**src/rtl/fifo_pkg.sv**
```systemverilog
// Shared types and widths for the FIFO nibble-to-byte packer.
package fifo_pkg;

    localparam int NIBBLE_W = 4;
    localparam int BYTE_W   = 8;

    typedef enum logic [1:0] {
        S_LO  = 2'd0,
        S_HI  = 2'd1,
        S_OUT = 2'd2
    } state_e;

    // Places the first-read nibble low or high within the packed byte.
    function automatic logic [BYTE_W-1:0] pack_nibbles(
        input logic [NIBBLE_W-1:0] first_nib,
        input logic [NIBBLE_W-1:0] second_nib,
        input bit                  low_first
    );
        return low_first ? {second_nib, first_nib} : {first_nib, second_nib};
    endfunction

endpackage

```
**src/rtl/fifo_byte_packer.sv**
```systemverilog
// Packs pairs of 4-bit FIFO words into bytes with a valid/ready output and flush padding.
// Optional byte counter output enabled by defining FIFO_BYTE_PACKER_STATS_EN.
module fifo_byte_packer
    import fifo_pkg::*;
#(
    parameter bit LOW_FIRST = 1'b1
) (
    input  logic                clk,
    input  logic                reset,
    input  logic                fifo_empty,
    output logic                fifo_rd_en,
    input  logic [NIBBLE_W-1:0] fifo_data,
    input  logic                flush,
    output logic [BYTE_W-1:0]   out_data,
    output logic                out_valid,
    input  logic                out_ready,
    output logic                out_partial
`ifdef FIFO_BYTE_PACKER_STATS_EN
    ,
    output logic [15:0]         byte_count
`endif
);

    state_e              state_q, state_d;
    logic                rd_pending_q, rd_pending_d;
    logic                flush_req_q, flush_req_d;
    logic [NIBBLE_W-1:0] first_nib_q, first_nib_d;
    logic [BYTE_W-1:0]   out_data_q, out_data_d;
    logic                out_partial_q, out_partial_d;

    // A pending pad in S_HI must win over fetching a second nibble.
    assign fifo_rd_en = !reset
                      && (state_q == S_LO || state_q == S_HI)
                      && !fifo_empty
                      && !rd_pending_q
                      && !(state_q == S_HI && flush_req_q);

    assign out_valid   = (state_q == S_OUT);
    assign out_data    = out_data_q;
    assign out_partial = out_partial_q;

    always_comb begin
        // NOTE: every _d is given its hold value first so no branch can infer a latch.
        state_d       = state_q;
        first_nib_d   = first_nib_q;
        out_data_d    = out_data_q;
        out_partial_d = out_partial_q;
        rd_pending_d  = fifo_rd_en;
        flush_req_d   = flush_req_q | flush;

        case (state_q)
            S_LO: begin
                if (rd_pending_q) begin
                    first_nib_d = fifo_data;
                    state_d     = S_HI;
                end else if (flush_req_q) begin
                    flush_req_d = flush;
                end
            end
            S_HI: begin
                if (rd_pending_q) begin
                    out_data_d    = pack_nibbles(first_nib_q, fifo_data, LOW_FIRST);
                    out_partial_d = 1'b0;
                    state_d       = S_OUT;
                end else if (flush_req_q) begin
                    out_data_d    = pack_nibbles(first_nib_q, '0, LOW_FIRST);
                    out_partial_d = 1'b1;
                    flush_req_d   = flush;
                    state_d       = S_OUT;
                end
            end
            S_OUT: begin
                if (out_ready) begin
                    state_d = S_LO;
                end
            end
            default: state_d = S_LO;
        endcase
    end

    always_ff @(posedge clk) begin
        // NOTE: state registers take non-blocking assignments so every flop samples pre-edge values.
        if (reset) begin
            state_q       <= S_LO;
            rd_pending_q  <= 1'b0;
            flush_req_q   <= 1'b0;
            first_nib_q   <= '0;
            out_data_q    <= '0;
            out_partial_q <= 1'b0;
        end else begin
            state_q       <= state_d;
            rd_pending_q  <= rd_pending_d;
            flush_req_q   <= flush_req_d;
            first_nib_q   <= first_nib_d;
            out_data_q    <= out_data_d;
            out_partial_q <= out_partial_d;
        end
    end

`ifdef FIFO_BYTE_PACKER_STATS_EN
    logic [15:0] byte_count_q;

    always_ff @(posedge clk) begin
        if (reset) begin
            byte_count_q <= '0;
        end else if (out_valid && out_ready) begin
            byte_count_q <= byte_count_q + 16'd1;
        end
    end

    assign byte_count = byte_count_q;
`endif

endmodule

```
**config.mk**
```make
export PLATFORM = sky130hd
export DESIGN_NAME = fifo_byte_packer
export DESIGN_NICKNAME = d
export VERILOG_FILES = /design/src/rtl/fifo_pkg.sv /design/src/rtl/fifo_byte_packer.sv
export SDC_FILE = /design/constraint.sdc
export NUM_CORES = 1
export LEC_CHECK = 0
export BUFFER_PORTS_ARGS = -buffer_cell sky130_fd_sc_hd__buf_2
export CAP_MARGIN = 20
export CORE_MARGIN = 5
export CORE_UTILIZATION = 30
export CTS_BUF_LIST = sky130_fd_sc_hd__clkbuf_4 sky130_fd_sc_hd__clkbuf_8
export DETAILED_ROUTE_END_ITERATION = 8
export GPL_TIMING_DRIVEN = 0
export PLACE_DENSITY_LB_ADDON = 0.12
export SLEW_MARGIN = 20
export SYNTH_ARGS = -nofsm -noshare
export SYNTH_HDL_FRONTEND = slang
export SYNTH_SLANG_ARGS = --single-unit
export TNS_END_PERCENT = 5
```
**constraint.sdc**
```tcl
create_clock -name clk -period 1.2 [get_ports clk]
set_input_delay 0.18 -clock clk [delete_from_list [all_inputs] [get_ports clk]]
set_output_delay 0.18 -clock clk [all_outputs]
set_load 0.05 [all_outputs]
```
==> summary.md <==
| Metric | Value |
|---|---|
| GR Util All Layers | 10.4% |
| Critical hold path startpoint | flush |
| Violated checks | setup timing |
| Final setup viols | 3 |
| R2R depth | 5 |
| Reg-to-reg critical path startpoint | rd_pending_q$_SDFF_PP0_ |
| Period utilization | 137% |
| Hold WC Path Type | input pin to register |
| Root buf cell | clkbuf_4 |
| Compound-Gate Fraction of Synth Area | 17.2% |
| CP max stage cell | or4_4 |
| Fin nets | 105 |
| Avg Cell Area, Syn | 9.30 um^2 |
| GP Congestion | 0.703 |
| Fillers | 252 |
| Final Skew | 6.10 ps |
| Multi-input gate area | 320 um^2 |
| Largest net degree at the start of global routing | 11 |
| Pwr dens | 1210 nW/um^2 |
| Final max-slew violation count | 0 |
| Post-layout minimum cycle time | 1640 ps |
| R2R Setup Slk | 0 ps |
| GR Overflow Total | 0 |
| Ant diodes | 0 |
| Via/cell ratio | 4.74 |
| Total of max-cap violations | 0 |
| Slew @ Worst Pin | 462 ps |
| Asr flop ratio synth | 0% |
| Layout cells sized above 1 | 35.8% |
| Reg-to-reg critical path endpoint | state_q[0]$_SDFFE_PP0P_ |
| Initial antenna violation count | 0 |
| Synth Cell Area | 669 um^2 |
| CP arrival | 1460 ps |
| Synthesis Warnings | 0 |
| Adder-cell share of the synthesized area | 0% |
| Placed cells | 118 |
| Crit path launch type | register |
| Hold Path End | flush_req_q$_SDFF_PP0_ |
| Worst slack at placement | -228 ps |
| Design Power | 0.00106 W |
| FMAX | 0.609 GHz |
| Starting DRC count in detailed routing | 8 |
| Core ar. | 2170 um^2 |
| First-pass GRT wire length | 2630 um |
| CTS buffer count | 3 |
| FP Rows | 17 |
| Simple-Gate Fraction of Synth Area | 20.7% |
| Reg clk slew, reported paths | 100 ps |
| Count of cell types in the netlist | 18 |
| Hpwl dp | 1100 um |
| WL/cell | 12.6 um |
| DRC | 0 |
| Starting Density | 30.9% |
| DRT antenna net count | 0 |
| Mapped Nets | 81 |
| Synth Flop Type | dfxtp_1 |
| CTS tree | built |
| Status | finished with violations |
| Post-synthesis mux area share | 7.48% |
| Post-synth EDFFs | 0 |
| Post-layout util | 40.5% |
| CP Cell Sequence | or4_4 -> a21oi_4 -> buf_6 |
| I/O Pins | 20 |
| CP peak stage delay | 530 ps |
| Hold path cells | 3 |
| Sink Count | 17 |
| #FFs+latches synth | 17 |
| Critical path launch point | rd_pending_q$_SDFF_PP0_ |
| Fraction of the yosys area taken by sequential cells | 50.8% |
| Worst VDD drop | 0.505 mV |
| Crit Path Class | register to primary output |
| Final setup margin | -443 ps |
| Routed via count | 583 |
| Worst skew pair latency | 290 ps |
| Max-slew headroom | 69.2% |
| IO buf count | 18 |
| FF+latch area | 348 um^2 |
| Area delta synth->final | 31.2% |
| CP required | 1020 ps |
| Post-Synth XOR/XNOR Area | 0% |
| CP Max Fanout | 2 |
| Drt pass-1 iters | 4 |
| Die width | 57.2 um |
| Finished Layout Cells | 123 |
| CTS Buffer Depth | 2 |
| Die height | 57.2 um |
| Hold-fix buffers, CTS | 0 |
| Clock H-tree levels | 1 |
| Combinational family with the most area after synthesis | simple AND/OR/NAND/NOR gates |
| CP endpoint kind | primary output |
| Full die area | 3280 um^2 |
| Post-Syn Instances | 72 |
| Vias in the first global route | 570 |
| Crit-path leading delay family | simple AND/OR/NAND/NOR gates |
| WL final | 1550 um |
| Final count of hold timing violations | 0 |
| Leak | 0.353 nW |
| Buf+Inv Stages, Crit Path | 1 |
| RSZ-0062 raised after global routing | yes |
==> cell usage after synthesis (2+ instances only) <==
cell,number,area share [%]
dfxtp_1,17,51
a21oi_1,13,9.7
o21ai_0,10,7.5
mux2i_1,5,7.5
nor2_1,5,2.8
nand2_1,4,2.2
nand3b_1,4,4.5
nand2b_1,2,1.9
nor2b_1,2,1.9
nor3_1,2,1.5
==> where the power goes <==
part	total (W)	internal, W	switching, W
logic	0.000153	0.0000652	0.0000882
clock network	0.000315	0.000124	0.000191
registers	0.000594	0.000580	0.0000142
==> per-stage QoR <==
step	TNS (ps)	hold slack [ps]	cell area, um^2
after floorplan	-166	309	686
after global placement	-245	418	811
after detailed placement	-243	427	811
after CTS	-561	104	872
after global routing	-1690	104	878
final	-486	115	878
==> cells by family after synthesis <==
logic type / after synthesis
buffers and inverters: 5
multiplexers: 5
AND/OR/NAND/NOR: 22
flip-flops: 17
AO/OA/AOI/OAI: 23
==> worst max-delay path by stage <==
stage | end | depth (start not counted)
after floorplan | fifo_rd_en | 2
after global placement | fifo_rd_en | 3
after detailed placement | fifo_rd_en | 3
after CTS | fifo_rd_en | 3
after global routing | fifo_rd_en | 3
final | fifo_rd_en | 3
==> worst reg2reg max path, cell delays in order (launching register included) <==
cell and delay [ps]:
dfxtp_4 360, buf_4 140, nor2_1 190, clkbuf_8 200, mux2i_1 70, nor3_1 160
==> sequential cells by signal, indices dropped and copies added, names as in the netlist <==
| name | flops |
|---|---|
| first_nib_q | 4 |
| flush_req_q | 1 |
| out_data | 8 |
| out_partial | 1 |
| rd_pending_q | 1 |
| state_q | 2 |
==> per-layer routing <==
layer	vias to the layer above	part of all wire [%]	global-route usage, %
li1	300	-	-
met1	271	47	13.4
met2	10	46	15.5
met3	2	5.2	2.94
met4	0	0.84	5.96
met5	-	0	0
==> cell usage in the layout, fill, tap and decap left out, types with 2 or more instances in the layout <==
cell	count
a21oi_1	12
buf_2	17
buf_6	3
clkbuf_4	3
dfxtp_1	15
dfxtp_4	2
mux2i_1	5
nand2_1	4
nand2b_1	2
nand3b_1	4
nor2_1	5
nor2b_2	2
nor3_1	2
o21ai_0	10
==> timing repair <==
action                     CTS  global route
buffers inserted             1             0
setup endpoints to repair   11            16
gates resized for setup      8             2
pin swaps                    1             0
==> final cells by class <==
cell class              count  share of cell area, %
clock buffers               3                   2.56
well taps                  28                   3.99
repair buffers             19                   12.5
multi-input cells          50                   36.5
clock inverters             1                  0.570
plain buffers               4                   3.85
inverters                   1                  0.427
flip-flops and latches     17                   39.6
(Power assumes the default switching activity.)
